--- src/rtl/ifra_arb.sv ---
// ifra_arb: round-robin arbiter sharing one downstream req/ack slave
// between NUM_REQ upstream req/ack masters. The winner's data is registered,
// forwarded downstream, and the winner is acked once the sink has acked.
// Optional feature macro: IFRA_ARB_TIMEOUT_EN (downstream ack timeout with
// sticky timeout_err). Without it, FWD waits indefinitely and timeout_err=0.
module ifra_arb #(
    parameter int NUM_REQ     = 4,
    parameter int DATA_WIDTH  = 8,
    parameter int TIMEOUT_CYC = 255,
    localparam int IDW        = (NUM_REQ > 1) ? $clog2(NUM_REQ) : 1
) (
    input  logic                          clk,
    input  logic                          rst_n,
    input  logic [NUM_REQ-1:0]            s_req,
    input  logic [NUM_REQ*DATA_WIDTH-1:0] s_din,
    output logic [NUM_REQ-1:0]            s_ack,
    output logic                          m_req,
    output logic [DATA_WIDTH-1:0]         m_dout,
    input  logic                          m_ack,
    output logic [IDW-1:0]                grant_id,
    output logic                          busy,
    output logic                          timeout_err
);

    typedef enum logic [1:0] {IDLE, FWD, ACK} state_e;

    state_e                  state_q;
    logic [NUM_REQ-1:0]      s_ack_q;
    logic                    m_req_q;
    logic [DATA_WIDTH-1:0]   m_dout_q;
    logic [IDW-1:0]          gid_q;
    logic                    busy_q;
    logic [IDW-1:0]          rr_q;
    logic [IDW-1:0]          sel_d;
    logic [IDW-1:0]          rr_d;
    int                      j;

`ifdef IFRA_ARB_TIMEOUT_EN
    localparam int TCW = $clog2(TIMEOUT_CYC + 1);
    logic [TCW-1:0]          tcnt_q;
    logic                    tout_q;
`endif

    // First requester at or above the rr pointer, wrapping modulo NUM_REQ;
    // searching from the highest offset down leaves the lowest offset winning.
    always_comb begin
        sel_d = rr_q;
        j     = 0;
        for (int k = NUM_REQ - 1; k >= 0; k--) begin
            j = int'(rr_q) + k;
            if (j >= NUM_REQ) j = j - NUM_REQ;
            if (s_req[j]) sel_d = IDW'(j);
        end
    end

    // The port just served drops to lowest priority.
    always_comb begin
        rr_d = (gid_q == IDW'(NUM_REQ - 1)) ? '0 : gid_q + 1'b1;
    end

    // Arbitration FSM; every output comes straight from a register.
    always_ff @(posedge clk or negedge rst_n) begin
        if (!rst_n) begin
            state_q  <= IDLE;
            s_ack_q  <= '0;
            m_req_q  <= 1'b0;
            m_dout_q <= '0;
            gid_q    <= '0;
            busy_q   <= 1'b0;
            rr_q     <= '0;
`ifdef IFRA_ARB_TIMEOUT_EN
            tcnt_q   <= '0;
            tout_q   <= 1'b0;
`endif
        end else begin
            case (state_q)
                IDLE: begin
                    // A lingering m_ack from the previous transfer blocks a new grant.
                    if (|s_req && !m_ack) begin
                        gid_q    <= sel_d;
                        m_dout_q <= s_din[int'(sel_d)*DATA_WIDTH +: DATA_WIDTH];
                        m_req_q  <= 1'b1;
                        busy_q   <= 1'b1;
                        state_q  <= FWD;
`ifdef IFRA_ARB_TIMEOUT_EN
                        tcnt_q   <= '0;
`endif
                    end
                end
                FWD: begin
                    // Upstream data is not re-sampled here; m_dout stays as captured.
                    if (m_ack) begin
                        m_req_q  <= 1'b0;
                        m_dout_q <= '0;
                        s_ack_q  <= NUM_REQ'(1) << gid_q;
                        state_q  <= ACK;
                    end
`ifdef IFRA_ARB_TIMEOUT_EN
                    else if (tcnt_q == TCW'(TIMEOUT_CYC - 1)) begin
                        // Release the requester so a dead sink cannot hang it.
                        m_req_q  <= 1'b0;
                        m_dout_q <= '0;
                        tout_q   <= 1'b1;
                        s_ack_q  <= NUM_REQ'(1) << gid_q;
                        state_q  <= ACK;
                    end else begin
                        tcnt_q   <= tcnt_q + 1'b1;
                    end
`endif
                end
                ACK: begin
                    // Hold ack until the winner drops its request.
                    if (!s_req[gid_q]) begin
                        s_ack_q <= '0;
                        rr_q    <= rr_d;
                        busy_q  <= 1'b0;
                        state_q <= IDLE;
                    end
                end
                default: begin
                    state_q <= IDLE;
                    busy_q  <= 1'b0;
                end
            endcase
        end
    end

    assign s_ack    = s_ack_q;
    assign m_req    = m_req_q;
    assign m_dout   = m_dout_q;
    assign grant_id = gid_q;
    assign busy     = busy_q;
`ifdef IFRA_ARB_TIMEOUT_EN
    assign timeout_err = tout_q;
`else
    assign timeout_err = 1'b0;
`endif

endmodule

--- config.mk ---
export PLATFORM = sky130hd
export DESIGN_NAME = ifra_arb
export DESIGN_NICKNAME = d
export VERILOG_FILES = /design/src/rtl/ifra_arb.sv
export SDC_FILE = /design/constraint.sdc
export NUM_CORES = 1
export LEC_CHECK = 0
export ABC_CLOCK_PERIOD_IN_PS = 2300
export CAP_MARGIN = 20
export CORE_MARGIN = 1
export CORE_UTILIZATION = 41
export DETAILED_ROUTE_END_ITERATION = 12
export PLACE_DENSITY = 0.86
export SLEW_MARGIN = 5
export SYNTH_ARGS = -nofsm -noshare
export SYNTH_HDL_FRONTEND = slang
export SYNTH_SLANG_ARGS = --single-unit
export TNS_END_PERCENT = 5
--- constraint.sdc ---
create_clock -name clk -period 2.3 [get_ports clk]
set_input_delay 0.46 -clock clk [delete_from_list [all_inputs] [get_ports clk]]
set_output_delay 0.46 -clock clk [all_outputs]
set_load 0.005 [all_outputs]
==> qor.csv, run 1 <==
stage;metric;value;unit
outcome;outcome;finished clean;
synthesis;Yosys warnings;0;
routing;drt initial violations;17;
power;worst vdd ir;0.880;mV
routing;highest routed layer;met4;
placement;Cell Area, Placed;0.00180;mm^2
setup_path;crit end category;flip-flop;
grt;largest net degree at the start of global routing;21;
placement;Port Buf Inserts;54;
floorplan;starting density of the core;43.5;%
clock_tree;CTS clk-pin slew, worst paths;0.12;ns
setup_path;CP arrival;2.24;ns
cells_and_area;most common cell after layout, fill and taps aside;clkdlybuf4s50_1;
synthesis;Syn Area/Cell;10.3;um^2
sta;fin crit period;2.01;ns
cells_and_area;Finished Layout Cells;206;
cells_and_area;ratio of cells with drive above 1 in the final layout;8.00;%
power;PD cells;1110;mW/mm^2
synthesis;Cells after Synth;117;
synthesis;FF+latch count, synth;20;
clock_tree;Post-CTS Setup Bufs;0;
clock_tree;Resized cells post-CTS;0;
floorplan;Die Area;0.00317;mm^2
clock_tree;clk_lat worst skew;0.31;ns
floorplan;Die X;56.3;um
routing;Via Count;1158;
floorplan;core area;0.00278;mm^2
sta;max-slew violations;0;
job;max-cap viol count;0;
cells_and_area;FF+latch area;500;um^2
cells_and_area;most frequent cells in the layout;clkdlybuf4s50_1 (54), dfrtp_1 (20), nand2_1 (17);
routing;Routed Wire Length;3180;um
synthesis;Synth area leader;dfrtp_1;
routing;vias per cell;5.62;
min_path;Hold WC Path Type;in2async;
grt;vias in the first global route;1184;
cells_and_area;area delta synth->final;53.0;%
synthesis;Cell Area, Synth;0.00121;mm^2
clock_tree;CTS tree;built;
cells_and_area;multi-input combinational cell area;656;um^2
routing;drt pass-1 iters;4;
routing;post-route DRC violation count;0;
grt;total grt overflow;0;
synthesis;top cell type's share of synthesized area;41.4;%
sta;Hold Vio Cnt, Final;0;
sta;RSZ-0062 raised after global routing;no;
synthesis;Netlist cell types;34;
floorplan;height of the die;56.3;um
power;P_leak;0.794;nW
sta;fin crit share;87.6;%
cells_and_area;fin nets;219;
cells_and_area;# diodes;0;
clock_tree;CTS Buf Count;3;
setup_path;Req. time, crit path;2.53;ns
clock_tree;H-tree Lvls;1;
clock_tree;CTS sink count;20;
routing;Met1 Wirelength;1280;um
grt;global-route wire length before repair;5280;um
routing;WL met2;1720;um
setup_path;crit path launch type;input pin;
sta;fmax;0.497;GHz
synthesis;register area share after synthesis;41.4;%
routing;Post-DRT Antenna Nets;0;
clock_tree;Root Driver;clkbuf_4;
placement;Placed Cells;202;
grt;initial antenna violation count;0;
placement;GPL Wtd Cong;0.782;
routing;metal3 WL;151;um
floorplan;io pins;56;
placement;hpwl dp;2500;um
routing;Wirelength per Cell;15.4;um
floorplan;Cell Rows;19;
synthesis;post-synthesis net count;160;
sta;# setup viols final;0;
clock_tree;hold buffer count at CTS;0;
cells_and_area;cell area after layout;0.00185;mm^2
grt;gr usage total;21.3;%
clock_tree;maximum buffer depth of the clock tree;2;
cells_and_area;# fillers;212;
synthesis;top post-synthesis cells by area;dfrtp_1 (41%), mux2i_1 (13%), nand2_1 (5.3%);
sta;Worst Skew;0.0116;ns
setup_path;CP max FO;9;
setup_path;Crit Path Class;in2reg;
[where the power goes]
part,switching [W],internal [W],leakage [nW]
Combinational,0.000452,0.000618,0.520
Sequential,0.000171,0.000515,0.246
Clock,0.000114,0.000176,0.0279
Total,0.000737,0.00131,0.794
[cells by family after synthesis]
group	after synthesis	synth area share (%)
flip-flops	20	41.4
AO/OA/AOI/OAI	31	18.8
buffers and inverters	8	4.35
other	1	0.310
adder cells (fa/ha/maj)	4	4.14
AND/OR/NAND/NOR	35	14.6
multiplexers	18	16.4
[Yosys cell counts (all sizes together)]
master and n:
nor2b 3, nand4 1, nor3b 1, nor3 1
o41ai 1, conb 1, ha 4, and2 1
nand2b 2, a21oi 8, dfrtp 20, mux2 1
clkbuf 1, or2 1, nand2 17, o22ai 4
a311o 1, nor2 4, a21o 2, mux4 1
o221ai 8, buf 4, inv 3, or3b 1
mux2i 16, o221a 1, or3 1, nand3b 2
o21ai 6
[through the flow]
stage | setup slack (ns) | TNS (ns) | hold WS, ns | power [W] | utilization [%]
6_report | 0.286 | 0 | 0.470 | 0.00205 | 66.5
5_1_grt | 0.204 | 0 | 0.509 | 0.00219 | 66.5
4_1_cts | 0.303 | 0 | 0.473 | 0.00205 | 66.5
3_5_place_dp | -0.0262 | -0.0955 | 0.481 | 0.00176 | 64.6
3_3_place_gp | 0.0531 | 0 | 0.471 | 0.00171 | 64.6
2_1_floorplan | 0.596 | 0 | 0.164 | 0.00126 | -
[worst max-delay path: stages]
cell             delay [ns]
clkdlybuf4s50_1        0.64
nor3_1                 0.09
or3_1                  0.36
a311o_1                0.47
o221ai_1               0.22
[area by class of cell]
type / instances / area share, %
Multi-Input combinational cell: 89 / 35.5
Timing Repair Buffer: 59 / 31.9
Sequential cell: 20 / 27.1
Tap cell: 31 / 2.10
Clock inverter: 1 / 1.62
Clock buffer: 3 / 1.22
Inverter: 3 / 0.609
[worst paths after layout]
kind / startpoint / end / slack (ns) / depth (start not counted)
worst max-delay path: s_req[3] / m_dout[5] / 0.29 / 5
worst min-delay path: rst_n / m_dout[7] / 0.47 / 2
worst max register to register: grant_id[1] / rr_q[0] / 0.47 / 3
worst min register to register: m_req / m_req / 0.51 / 1
max in group asynchronous: rst_n / m_req / 1.61 / 2
min in group clk: m_req / m_req / 0.51 / 1
[sequential cells by signal, indices dropped and copies added, names as in the netlist]
signal and count:
s_ack 4, busy 1, m_dout 8, m_req 1, state_q 2, grant_id 2, rr_q 2
[metal layers]
metal | GRT usage (%) | vias to the layer above
met1 | 26.1 | 562
met2 | 38.8 | 40
met4 | 5.92 | 0
met3 | 3.00 | 4
met5 | 0 | -
li1 | - | 552
(Power assumes the default switching activity.)
==> run 2, diff against run 1 <==
--- a/config.mk
+++ b/config.mk
@@ -8,9 +8,11 @@
 export ABC_CLOCK_PERIOD_IN_PS = 2300
 export CAP_MARGIN = 20
 export CORE_MARGIN = 1
-export CORE_UTILIZATION = 41
+export CORE_UTILIZATION = 60
 export DETAILED_ROUTE_END_ITERATION = 12
-export PLACE_DENSITY = 0.86
+export DONT_BUFFER_PORTS = 1
+export GPL_TIMING_DRIVEN = 0
+export PLACE_DENSITY = 0.82
 export SLEW_MARGIN = 5
 export SYNTH_ARGS = -nofsm -noshare
 export SYNTH_HDL_FRONTEND = slang
==> qor.csv, run 2 (synthesis gave the netlist of run 1 again) <==
stage;metric;value;unit;change
power;P_sw;0.000659;W;was 0.000737 W
min_path;Hold WC Path Type;in2reg;;was in2async
setup_path;Worst R2R Setup Slack;0.43;ns;was 0.47 ns
clock_tree;CTS sink count;20;;unchanged
job;max-cap viol count;0;;unchanged
clock_tree;CTS tree;built;;unchanged
grt;gr usage total;23.9;%;was 21.3%
cells_and_area;fin nets;166;;was 219
placement;worst slack at placement;0.417;ns;was -0.0262 ns
clock_tree;Post-CTS Setup Bufs;0;;unchanged
routing;drt pass-1 iters;6;;was 4
clock_tree;clk_lat worst skew;0.28;ns;was 0.31 ns
grt;vias in the first global route;879;;was 1,184
clock_tree;maximum buffer depth of the clock tree;2;;unchanged
routing;Routed Wire Length;2470;um;was 3180 um
sta;Slew HR;39.4;%;
routing;Wirelength per Cell;16.9;um;was 15.4 um
cells_and_area;# fillers;138;;was 212
sta;fin crit share;81.1;%;was 87.6%
routing;post-route DRC violation count;0;;unchanged
cells_and_area;ratio of cells with drive above 1 in the final layout;9.92;%;was 8.00%
sta;Slew @ Worst Pin;0.907;ns;
setup_path;worst reg2reg startpoint;grant_id[1];;unchanged
cells_and_area;area delta synth->final;5.28;%;was 53.0%
floorplan;io pins;56;;unchanged
clock_tree;CTS Buf Count;3;;unchanged
sta;max-slew violations;0;;unchanged
sta;Hold Vio Cnt, Final;0;;unchanged
grt;largest net degree at the start of global routing;21;;unchanged
floorplan;Die Area;0.00220;mm^2;was 0.00317 mm^2
power;Flop pwr share;43.3;%;was 33.5%
cells_and_area;# diodes;0;;unchanged
setup_path;Req. time, crit path;2.48;ns;was 2.53 ns
sta;RSZ-0062 raised after global routing;no;;unchanged
floorplan;Die X;46.9;um;was 56.3 um
placement;Port Buf Inserts;0;;was 54
floorplan;Cell Rows;15;;was 19
placement;Cell Area, Placed;0.00124;mm^2;was 0.00180 mm^2
routing;Post-DRT Antenna Nets;0;;unchanged
floorplan;height of the die;46.9;um;was 56.3 um
power;worst vdd ir;0.617;mV;was 0.880 mV
grt;global-route wire length before repair;3740;um;was 5280 um
setup_path;Crit Path Class;reg2reg;;was in2reg
power;combinational power share;46.7;%;was 52.3%
clock_tree;Root Driver;clkbuf_4;;unchanged
power;sw frac;41.5;%;was 36.0%
power;PD cells;1250;mW/mm^2;was 1110 mW/mm^2
sta;fmax;0.536;GHz;was 0.497 GHz
grt;met3 usage;5.38;%;was 3.00%
cells_and_area;cell area after layout;0.00127;mm^2;was 0.00185 mm^2
sta;fin crit period;1.87;ns;was 2.01 ns
min_path;beginning of the worst hold path;m_ack;;
sta;# setup viols final;0;;unchanged
grt;initial antenna violation count;0;;unchanged
cells_and_area;max reg flops;8;;unchanged
setup_path;crit path launch type;flip-flop;;was input pin
setup_path;Critical Path Start;grant_id[1];;was s_req[3]
setup_path;CP max FO;5;;was 9
routing;vias per cell;6.41;;was 5.62
power;total internal power;0.000927;W;was 0.00131 W
clock_tree;Resized cells post-CTS;0;;unchanged
clock_tree;hold buffer count at CTS;1;;was 0
power;Clock Power Share;10.1;%;was 14.2%
placement;hpwl dp;1930;um;was 2500 um
clock_tree;H-tree Lvls;1;;unchanged
cells_and_area;most frequent cells in the layout;dfrtp_1 (20), nand2_1 (17), mux2i_1 (16);;was clkdlybuf4s50_1 (54), dfrtp_1 (20), nand2_1 (17)
grt;layer with the highest usage;met2;;unchanged
floorplan;starting density of the core;67.1;%;was 43.5%
cells_and_area;most common cell after layout, fill and taps aside;dfrtp_1;;was clkdlybuf4s50_1
grt;met2 GRT Util;40.3;%;was 38.8%
placement;GPL Wtd Cong;0.776;;was 0.782
outcome;outcome;finished clean;;unchanged
power;P_leak;0.570;nW;was 0.794 nW
grt;met1 GRT Util;31.7;%;was 26.1%
setup_path;CP arrival;2.04;ns;was 2.24 ns
clock_tree;CTS clk-pin slew, worst paths;0.11;ns;was 0.12 ns
cells_and_area;final core occ;70.6;%;was 66.5%
grt;total grt overflow;0;;unchanged
sta;Worst Skew;0.00207;ns;was 0.0116 ns
setup_path;crit end category;flip-flop;;unchanged
floorplan;core area;0.00180;mm^2;was 0.00278 mm^2
routing;Via Count;936;;was 1,158
routing;drt initial violations;10;;was 17
sta;fin worst setup slack;0.434;ns;was 0.286 ns
sta;Sum Neg Setup Slack;0;ns;unchanged
[run 2: cell types whose count changed in the layout (fill, tap and decap cells not counted), sizes merged]
cell	before	now
buf	5	4
clkdlybuf4s50	54	0
dlygate4sd3	0	1
bufinv	1	0
clkbuf	3	4
[run 2: final cells by class]
cell class                 instances  area (um^2)  share of cell area (%)
buffer                             5         41.3                    3.24
tap                               25         31.3                    2.46
inverter                           3         11.3                   0.885
multi-input combinational         89          656                    51.5
clock buffer                       3         22.5                    1.77
sequential                        20          500                    39.3
timing repair buffer               1         10.0                   0.787
[run 2: path summary, 6_finish.rpt]
check | depth (start not counted) | end
worst max-delay path | 3 | rr_q[0]
worst min-delay path | 2 | state_q[0]
min in group asynchronous | 1 | s_ack[1]
max in group asynchronous | 1 | m_dout[1]
worst max register to register | 3 | rr_q[0]
worst min register to register | 2 | m_dout[1]
[run 2: stage by stage]
step                total power (W)  hold slack (ns)  std cells
floorplan                   0.00126            0.164        117
global placement            0.00139            0.165        142
detailed placement          0.00143            0.165        142
CTS                         0.00159            0.336        146
global route                0.00172            0.328        146
finish                      0.00159            0.341        146
[run 2: per-layer routing]
metal	vias to the layer above	share of wire (%)
met1	463	44
met3	2	5.3
met4	0	0.53
met5	-	0
li1	442	-
met2	29	50
[run 2: worst max-delay path: stages, from the launching register on]
cell and delay [ns]:
dfrtp_1 0.48, mux4_1 0.68, nor3b_2 0.25, mux2_1 0.35
[run 2: power by group through the flow]
| stage | logic [W] | clock network (W) | registers (W) |
|---|---|---|---|
| finish | 0.000741 | 0.000160 | 0.000686 |
| global route | 0.000827 | 0.000182 | 0.000715 |
| CTS | 0.000745 | 0.000160 | 0.000687 |
| detailed placement | 0.000735 | 0 | 0.000696 |
| global placement | 0.000705 | 0 | 0.000682 |
| floorplan | 0.000614 | 0 | 0.000647 |
